**src/rtl/ps2_kbd_rx_if.sv**
```systemverilog
// rtl/ps2_kbd_rx_if.sv - PS/2 keyboard receiver line and event bundle
// Ports (signals):
//   ps2_clk, ps2_data          : asynchronous PS/2 lines into the receiver
//   rx_byte, rx_strobe, rx_err : raw byte channel
//   key_code, key_pressed, key_extended, key_strobe, key_toggle : key events
// master = receiver side, slave = line source / event consumer side.
interface ps2_kbd_rx_if;
    logic       ps2_clk;
    logic       ps2_data;
    logic [7:0] rx_byte;
    logic       rx_strobe;
    logic       rx_err;
    logic [7:0] key_code;
    logic       key_pressed;
    logic       key_extended;
    logic       key_strobe;
    logic       key_toggle;

    modport master (
        input  ps2_clk, ps2_data,
        output rx_byte, rx_strobe, rx_err,
        output key_code, key_pressed, key_extended, key_strobe, key_toggle
    );

    modport slave (
        output ps2_clk, ps2_data,
        input  rx_byte, rx_strobe, rx_err,
        input  key_code, key_pressed, key_extended, key_strobe, key_toggle
    );
endinterface

```
**src/rtl/ps2_kbd_rx.sv**
```systemverilog
// rtl/ps2_kbd_rx.sv - passive PS/2 keyboard frame receiver and set-2 scancode decoder
// Ports:
//   clk_sys : system clock
//   reset   : synchronous active-high reset
//   bus     : ps2_kbd_rx_if.master (PS/2 lines in, byte and key events out)
module ps2_kbd_rx #(
    parameter int FILTER  = 4,
    parameter int TIMEOUT = 50000
) (
    input  logic           clk_sys,
    input  logic           reset,
    ps2_kbd_rx_if.master   bus
);
    localparam int TW = $clog2(TIMEOUT);

    typedef enum logic [1:0] {S_IDLE, S_DATA, S_PARITY, S_STOP} state_t;

    // Input synchronisers; idle line level is high, so reset to 1 to avoid a fake edge.
    logic r_clk_s1, r_clk_s2, r_dat_s1, r_dat_s2;
    logic r_clk_f;
    logic [3:0] r_flt_cnt;
    logic w_flip, w_fall;

    // The filtered clock flips on the FILTER-th consecutive sample that disagrees with it.
    assign w_flip = (r_clk_s2 != r_clk_f) && (r_flt_cnt == 4'(FILTER - 1));
    assign w_fall = w_flip && r_clk_f;

    always_ff @(posedge clk_sys) begin
        if (reset) begin
            r_clk_s1  <= 1'b1;
            r_clk_s2  <= 1'b1;
            r_dat_s1  <= 1'b1;
            r_dat_s2  <= 1'b1;
            r_clk_f   <= 1'b1;
            r_flt_cnt <= '0;
        end else begin
            r_clk_s1 <= bus.ps2_clk;
            r_clk_s2 <= r_clk_s1;
            r_dat_s1 <= bus.ps2_data;
            r_dat_s2 <= r_dat_s1;
            if (r_clk_s2 == r_clk_f) begin
                r_flt_cnt <= '0;
            end else if (w_flip) begin
                r_clk_f   <= r_clk_s2;
                r_flt_cnt <= '0;
            end else begin
                r_flt_cnt <= r_flt_cnt + 4'd1;
            end
        end
    end

    // Frame FSM
    state_t       r_state, w_state_nxt;
    logic [2:0]   r_bit_cnt, w_bit_nxt;
    logic [7:0]   r_shift, w_shift_nxt;
    logic         r_parity, w_par_nxt;
    logic [TW-1:0] r_tmo_cnt;
    logic         w_good, w_bad;

    always_comb begin
        w_state_nxt = r_state;
        w_bit_nxt   = r_bit_cnt;
        w_shift_nxt = r_shift;
        w_par_nxt   = r_parity;
        w_good      = 1'b0;
        w_bad       = 1'b0;
        if (r_state != S_IDLE && !w_flip && r_tmo_cnt == TW'(TIMEOUT - 1)) begin
            w_state_nxt = S_IDLE;
            w_bad       = 1'b1;
        end else if (w_fall) begin
            case (r_state)
                S_IDLE: begin
                    if (!r_dat_s2) begin
                        w_state_nxt = S_DATA;
                        w_bit_nxt   = 3'd0;
                    end
                end
                S_DATA: begin
                    w_shift_nxt = {r_dat_s2, r_shift[7:1]};
                    w_bit_nxt   = r_bit_cnt + 3'd1;
                    if (r_bit_cnt == 3'd7)
                        w_state_nxt = S_PARITY;
                end
                S_PARITY: begin
                    w_par_nxt   = r_dat_s2;
                    w_state_nxt = S_STOP;
                end
                S_STOP: begin
                    if ((^r_shift ^ r_parity) && r_dat_s2)
                        w_good = 1'b1;
                    else
                        w_bad = 1'b1;
                    w_state_nxt = S_IDLE;
                end
                default: w_state_nxt = S_IDLE;
            endcase
        end
    end

    logic [7:0] r_rx_byte;
    logic       r_rx_strobe, r_rx_err;

    always_ff @(posedge clk_sys) begin
        if (reset) begin
            r_state     <= S_IDLE;
            r_bit_cnt   <= '0;
            r_shift     <= '0;
            r_parity    <= 1'b0;
            r_tmo_cnt   <= '0;
            r_rx_byte   <= '0;
            r_rx_strobe <= 1'b0;
            r_rx_err    <= 1'b0;
        end else begin
            r_state     <= w_state_nxt;
            r_bit_cnt   <= w_bit_nxt;
            r_shift     <= w_shift_nxt;
            r_parity    <= w_par_nxt;
            r_rx_strobe <= w_good;
            r_rx_err    <= w_bad;
            if (w_good)
                r_rx_byte <= r_shift;
            if (r_state == S_IDLE || w_flip)
                r_tmo_cnt <= '0;
            else
                r_tmo_cnt <= r_tmo_cnt + 1'b1;
        end
    end

    // Scancode decoder, driven by the registered byte strobe
    logic       r_ext, r_rel;
    logic [2:0] r_skip;
    logic [7:0] r_key_code;
    logic       r_key_pressed, r_key_extended, r_key_strobe, r_key_toggle;

    always_ff @(posedge clk_sys) begin
        if (reset) begin
            r_ext          <= 1'b0;
            r_rel          <= 1'b0;
            r_skip         <= '0;
            r_key_code     <= '0;
            r_key_pressed  <= 1'b0;
            r_key_extended <= 1'b0;
            r_key_strobe   <= 1'b0;
            r_key_toggle   <= 1'b0;
        end else begin
            r_key_strobe <= 1'b0;
            if (r_rx_err) begin
                r_ext  <= 1'b0;
                r_rel  <= 1'b0;
                r_skip <= '0;
            end else if (r_rx_strobe) begin
                if (r_skip != 3'd0) begin
                    // Pause: the 7 bytes after E1 are swallowed and reported as one 0x77 make.
                    r_skip <= r_skip - 3'd1;
                    if (r_skip == 3'd1) begin
                        r_key_code     <= 8'h77;
                        r_key_pressed  <= 1'b1;
                        r_key_extended <= 1'b0;
                        r_key_strobe   <= 1'b1;
                        r_key_toggle   <= ~r_key_toggle;
                    end
                end else begin
                    case (r_rx_byte)
                        8'hE0: r_ext <= 1'b1;
                        8'hF0: r_rel <= 1'b1;
                        8'hE1: begin
                            r_skip <= 3'd7;
                            r_ext  <= 1'b0;
                            r_rel  <= 1'b0;
                        end
                        8'hFA, 8'hAA, 8'hEE, 8'hFE, 8'h00, 8'hFF: begin
                            r_ext <= 1'b0;
                            r_rel <= 1'b0;
                        end
                        default: begin
                            r_key_code     <= r_rx_byte;
                            r_key_pressed  <= ~r_rel;
                            r_key_extended <= r_ext;
                            r_key_strobe   <= 1'b1;
                            r_key_toggle   <= ~r_key_toggle;
                            r_ext          <= 1'b0;
                            r_rel          <= 1'b0;
                        end
                    endcase
                end
            end
        end
    end

    assign bus.rx_byte      = r_rx_byte;
    assign bus.rx_strobe    = r_rx_strobe;
    assign bus.rx_err       = r_rx_err;
    assign bus.key_code     = r_key_code;
    assign bus.key_pressed  = r_key_pressed;
    assign bus.key_extended = r_key_extended;
    assign bus.key_strobe   = r_key_strobe;
    assign bus.key_toggle   = r_key_toggle;
endmodule

```
**src/flat_wrapper.sv**
```systemverilog
// flat-port wrapper written by rule: the top's interface ports become plain ports
module ps2_kbd_rx_flat 
#(
    parameter int FILTER  = 4,
    parameter int TIMEOUT = 50000
)
  (clk_sys, reset, bus_ps2_clk, bus_ps2_data, bus_rx_byte, bus_rx_strobe, bus_rx_err, bus_key_code, bus_key_pressed, bus_key_extended, bus_key_strobe, bus_key_toggle);
  ps2_kbd_rx_if bus_i ();
  input  logic clk_sys;
  input  logic reset;
  input wire logic [$bits(bus_i.ps2_clk)-1:0] bus_ps2_clk;
  input wire logic [$bits(bus_i.ps2_data)-1:0] bus_ps2_data;
  output wire logic [$bits(bus_i.rx_byte)-1:0] bus_rx_byte;
  output wire logic [$bits(bus_i.rx_strobe)-1:0] bus_rx_strobe;
  output wire logic [$bits(bus_i.rx_err)-1:0] bus_rx_err;
  output wire logic [$bits(bus_i.key_code)-1:0] bus_key_code;
  output wire logic [$bits(bus_i.key_pressed)-1:0] bus_key_pressed;
  output wire logic [$bits(bus_i.key_extended)-1:0] bus_key_extended;
  output wire logic [$bits(bus_i.key_strobe)-1:0] bus_key_strobe;
  output wire logic [$bits(bus_i.key_toggle)-1:0] bus_key_toggle;
  assign bus_i.ps2_clk = bus_ps2_clk;
  assign bus_i.ps2_data = bus_ps2_data;
  assign bus_rx_byte = bus_i.rx_byte;
  assign bus_rx_strobe = bus_i.rx_strobe;
  assign bus_rx_err = bus_i.rx_err;
  assign bus_key_code = bus_i.key_code;
  assign bus_key_pressed = bus_i.key_pressed;
  assign bus_key_extended = bus_i.key_extended;
  assign bus_key_strobe = bus_i.key_strobe;
  assign bus_key_toggle = bus_i.key_toggle;
  ps2_kbd_rx #(.FILTER(FILTER), .TIMEOUT(TIMEOUT)) u_core (.clk_sys(clk_sys), .reset(reset), .bus(bus_i));
endmodule
```
**config.mk**
```make
export PLATFORM = sky130hd
export DESIGN_NAME = ps2_kbd_rx_flat
export DESIGN_NICKNAME = d
export VERILOG_FILES = /design/src/rtl/ps2_kbd_rx_if.sv /design/src/rtl/ps2_kbd_rx.sv /design/src/flat_wrapper.sv
export SDC_FILE = /design/constraint.sdc
export NUM_CORES = 1
export LEC_CHECK = 0
export BUFFER_PORTS_ARGS = -buffer_cell sky130_fd_sc_hd__buf_2
export CORE_MARGIN = 3
export CORE_UTILIZATION = 47
export CTS_BUF_LIST = sky130_fd_sc_hd__clkbuf_16
export CTS_CLUSTER_SIZE = 14
export DETAILED_ROUTE_END_ITERATION = 8
export PLACE_DENSITY = 0.65
export SYNTH_ARGS = -nofsm -noshare
export SYNTH_HDL_FRONTEND = slang
export SYNTH_SLANG_ARGS = --single-unit
```
**constraint.sdc**
```tcl
create_clock -name clk_sys -period 4.1 [get_ports clk_sys]
set_clock_uncertainty 0.05 [all_clocks]
set_input_delay 0.41 -clock clk_sys [delete_from_list [all_inputs] [get_ports clk_sys]]
set_output_delay 0.41 -clock clk_sys [all_outputs]
set_load 0.01 [all_outputs]
```
# Yosys cells after proc, flatten, opt, wreduce, memory -nomap -nowiden
# Cells that the tools add are included.
# word_totals
reg_bits,66
latch_bits,0
ramBits,0
romBits,0
input_bits,4
out_inout_bits,22
elab_cells,118
mem_count,0
# op_classes
n_addsub,4
mul,0
n_div,0
magnitude_cmp,0
n_eq_ne,21
n_shift,0
mux,32
bitwise,10
n_reduce_logical,29
# op_table
operator,n
equality test 8 bit (second input constant),8
2-to-1 mux 8 bit,3
2-to-1 mux 1 bit,20
adder 16 x 1 -> 16 bit (second input constant),1
equality test 16 bit (second input constant),1
AND reduction 3 bit,5
2-to-1 mux 3 bit,3
inverter 1 bit,9
OR reduction 9 bit,1
zero test 8 bit,1
one-hot mux 2 bit (4 select lines),1
AND reduction 4 bit,2
XOR reduction 8 bit,1
one-hot mux 3 bit (2 select lines),1
nonzero test 2 bit,3
OR reduction 2 bit,3
OR reduction 3 bit,2
logical AND 1 bit,5
adder 4 x 1 -> 4 bit (second input constant),1
equality test 2 bit (second input constant),2
equality test 4 x 2 -> 1 bit (second input constant),1
2-to-1 mux 2 bit,2
inequality test 2 x 1 -> 1 bit (second input constant),2
inequality test 2 bit (second input constant),2
other kinds (14),16

# Depth between registers and ports, before layout
# logic_depth
ltp_word,7
ltp_mapped,8
depth_no_buf,7

# Worst setup path before layout
# Ideal clock, no wire load.
# synth_path
path_type,flip-flop to flip-flop
startpoint,reg u_core.r_skip[0]
endpoint,reg u_core.r_key_code[5] (netlist: u_core.bus.key_code[5])
arrival_time_ns,1.807
t_required_ns,3.971
path_slack_ns,2.163
path_stages_with_launch,9
synth_period_minus_slack_ns,1.937
cell_sequence,dfxtp_1 > inv_1 > ha_1 > and2b_2 > nand3b_1 > nor4_4 > buf_6 > nor3_2 > a211oi_2
# synth_via
elab_chain_len,3
elab_cells_between_ends,6
cone_classes,3 x eq/ne; 1 x mux; 2 x reduce/logical
# synth_lines
item,line,source
"start, declared",ps2_kbd_rx.sv:131,logic [2:0] r_skip;
"start signal, assigned",ps2_kbd_rx.sv:154,r_skip <= r_skip - 3'd1;
equality test 3 x 1 -> 1 bit / nonzero test 3 bit (equally long branches),"ps2_kbd_rx.sv:155, ps2_kbd_rx.sv:152",
inequality test 2 bit (no source line) / inequality test 2 x 1 -> 1 bit (equally long branches),--,
AND reduction 4 bit (no source line),--,
"end signal, assigned",ps2_kbd_rx.sv:176,r_key_code <= r_rx_byte;
"end, declared",ps2_kbd_rx.sv:132,logic [7:0] r_key_code;
# Parallel ways exist; a longest one is shown, timed or not.
# A chain may end at the register's enable or synchronous reset.

# Worst setup path after layout
# layout_path
startpoint,reg u_core.r_skip[0]
endpoint,reg u_core.r_key_code[0] (netlist: u_core.bus.key_code[0])
# The elaborated chain is that of the path after synthesis.

==> run summary <==
The die span in y came out at 87.4 µm. The flip-flop and latch count after synthesis is 66. After routing the design area is 3540 µm². The cell sitting at the root of the clock tree is a sky130_fd_sc_hd__clkbuf_16. Entering global routing, the biggest net connects 52 pins. In the synthesized netlist the async set-or-reset flop fraction comes to 0.

The number of I/O port buffers came out at 25. The number of global-route vias before repair came out at 2,256. Setup slack on the critical path of the routed design comes to 1.60 ns. The count of maximum capacitance violations came out at 0. The congestion estimate from routability-driven global placement came to 0.767. Summed over all instances, the cell type with the most area after synthesis is sky130_fd_sc_hd__dfxtp_1. The global-route wire length before repair came out at 10,200 µm. The remaining max-slew budget at the tightest pin came out at 0.278. The core utilization of the finished layout came out at 0.554. Relative to the synthesized area, the layout overhead comes to 13.5%. The category of the most critical setup path is reg2reg. In this run, post-CTS repair resized a total of 0 instances.

The number of clock sinks came out at 66. The worst endpoint data arrival time is 2.68 ns. The overall fraction of global-route tracks in use is 0.171. Measured in cells, the most critical reg-to-reg path has a length of 7. Of the post-synthesis cell area, the dominant cell type holds 0.424.

The portion of the post-synthesis area used by sequential elements is 0.424. In this run, the number of DRC markers left after iteration 0 of detailed routing was 62. At the end of the flow, the number of nets in the layout was 368. Once placement completed, the tool counted placed cells totaling 419. The number of buffers on the longest clock path is 2.

Excluding fillers, the count of instances in the completed layout stands at 432. The number of synthesis warnings came out at 0. The post-route fraction of the period consumed by the critical path is 0.611. The later-pin clock latency in the skew report is 0.33 ns. The buffers inserted during post-CTS setup optimization is 0.

The number of detailed-routing iterations run before antenna repair is 4. Clock-pin slew was measured on the worst setup and hold paths at 0.05 ns. Sorting the synthesized cells by area gives the leading types as sky130_fd_sc_hd__dfxtp_1 (42%), sky130_fd_sc_hd__mux2i_1 (6.7%), sky130_fd_sc_hd__nor2_1 (5.3%), sky130_fd_sc_hd__nand2b_1 (4.6%), sky130_fd_sc_hd__ha_1 (4.4%). The number of max-slew violations in the final report is 0.

The flow ran to the end, and the final reports show no timing, DRC or antenna violations. The mean number of vias per cell is 5.25. The post-route DRC violation count is 0. In the synthesized netlist the dominant register cell turns out to be sky130_fd_sc_hd__dfxtp_1. TritonCTS built the clock tree. The hold-critical path depth is 2. The fraction of final layout cells with drive strength greater than 1 came out at 0.161. The number of fill cells in the layout came out at 579. For the pin with the worst max-slew slack, the measured transition is 1.08 ns. The H-tree was split into 3 levels. The repair_antennas step left the layout with diodes totalling 0. The hold buffer count at CTS came out at 0. The nature of the critical path endpoint is a register.

The number of setup violations in the final report came out at 0. The final number of hold-violating endpoints came out at 0. The timing-limited maximum frequency came out at 399 MHz. The power per unit of standard cell area is 367 nW/µm². Synthesis handed over a netlist of 328 instances. After floorplanning, the core was sized to cover 6390 µm². The clock period minus final worst setup slack came out at 2.50 ns. For the final routed database, the setup TNS stands at 0 ns. The initial antenna violation count came out at 0. When the netlist entered floorplanning its net count stood at 343. Prior to clock tree synthesis, the placed netlist has a worst setup slack of 1.65 ns. The setup slack of the worst register-to-register path came out at 1.60 ns. After floorplanning, the core was divided into 29 placement rows.

Along the worst path, the maximum fanout reaches 17. The synthesized area per cell is 9.50 µm². The starting density of the core came out at 0.488.

Setup repair after global routing left no endpoint under its margin. The placed cell area came out at 3300 µm². The total vias in the final route is 2,266. The total I/O pin count came out at 26. The worst path required time came out at 4.28 ns. In the final layout, the multi-input gates occupy 1710 µm². The sequential cells in the finished layout cover a total of 1320 µm². In the layout the commonest cells are sky130_fd_sc_hd__dfxtp_1 (66), sky130_fd_sc_hd__nor2_1 (44), sky130_fd_sc_hd__buf_2 (25). The area of the die is 7640 µm². The analysis attributes to cell leakage a power of 1.40 nW.

The width of the die is 87.4 µm. Synthesis instantiated 57 different standard cells from the library. The post-detailed-route count of antenna-violating nets is 0. The final routed wirelength across all metal layers is 5800 µm.

The detailed-route wire length per cell is 13.4 µm. Summed over all nets, the half-perimeter wirelength after detailed placement is 4050 µm. The number of buffers created by CTS came out at 9.

The synthesized design contains 0 enable-type register cells. The launching element type of the critical path is a register. The residual overflow from global routing is 0. The library cell used most frequently in the layout, excluding fill and tap cells, is sky130_fd_sc_hd__dfxtp_1. The cell area after technology mapping is 3120 µm².

The path category of the worst min-delay check is in2reg. Across the VDD grid, the largest voltage drop is 0.331 mV.
## report_power, final
group / switching, mW / leakage (nW) / internal [mW]
registers: 0.00136 / 0.532 / 0.645
clock network: 0.247 / 0.125 / 0.389
logic: 0.0105 / 0.738 / 0.00728
total: 0.259 / 1.40 / 1.04
## worst paths after layout
path,from,endpoint
worst max-delay path,u_core.r_skip[0],u_core.bus.key_code[0]
worst min-delay path,bus_ps2_clk,u_core.r_clk_s1
worst max register to register,u_core.r_skip[0],u_core.bus.key_code[0]
worst min register to register,u_core.r_clk_s1,u_core.r_clk_s2
## cell families after synthesis
group           count (synthesis)  share of synthesized area
mux                            22                     0.0711
simple gates                  153                      0.276
flops                          66                      0.424
buf+inv                        21                     0.0289
xor+xnor                       24                     0.0719
compound gates                 31                     0.0843
fa+ha+maj                      11                     0.0442
## cell usage after synthesis, types with 4 or more instances
master and instances:
sky130_fd_sc_hd__xor2_1 10, sky130_fd_sc_hd__mux2i_1 21, sky130_fd_sc_hd__nor3_1 7, sky130_fd_sc_hd__nand2_1 21
sky130_fd_sc_hd__nand2b_1 23, sky130_fd_sc_hd__xnor2_1 13, sky130_fd_sc_hd__and3_1 5, sky130_fd_sc_hd__nand3_1 12
sky130_fd_sc_hd__a21oi_1 6, sky130_fd_sc_hd__ha_1 11, sky130_fd_sc_hd__nor2_1 44, sky130_fd_sc_hd__clkbuf_1 9
sky130_fd_sc_hd__dfxtp_1 66, sky130_fd_sc_hd__or2_1 4, sky130_fd_sc_hd__inv_1 7
## worst max-delay path, stage by stage, from the launching register on
cell and delay, ns:
sky130_fd_sc_hd__dfxtp_1 0.33, sky130_fd_sc_hd__inv_1 0.09, sky130_fd_sc_hd__ha_1 0.24, sky130_fd_sc_hd__and2b_2 0.25, sky130_fd_sc_hd__nand3b_1 0.13, sky130_fd_sc_hd__nor4_4 0.90
sky130_fd_sc_hd__nor3_1 0.13, sky130_fd_sc_hd__a211oi_1 0.29
## area by class of cell
type	instances	share of cell area
Multi-Input combinational cell	241	0.482
Sequential cell	66	0.374
Clock buffer	9	0.0637
Timing Repair Buffer	28	0.0417
Tap cell	77	0.0272
Inverter	7	0.00743
Clock inverter	4	0.00424
## state kept, by name, indices dropped and copies added, names as in the netlist, 2 cells and up
| register | count |
|---|---|
| u_core.r_skip | 3 |
| u_core.r_flt_cnt | 4 |
| u_core.r_bit_cnt | 3 |
| u_core.bus.key_code | 8 |
| u_core.r_tmo_cnt | 16 |
| u_core.r_state | 2 |
| u_core.bus.rx_byte | 8 |
| u_core.r_shift | 8 |
## routing by layer
layer / part of all wire / vias to the layer above / GRT usage
met2: 0.45 / 19 / 0.252
met3: 0.032 / 9 / 0.0605
met4: 0.016 / 0 / 0.0739
met5: 0 / - / 0
met1: 0.51 / 1055 / 0.225
li1: - / 1183 / -
## per-stage QoR
stage          power, mW  hold slack [ns]
6_report            1.30            0.215
5_1_grt             1.35            0.234
4_1_cts             1.32            0.210
3_5_place_dp       0.677            0.340
3_3_place_gp       0.677            0.341
2_1_floorplan      0.672            0.333
(Power assumes the default switching activity.)
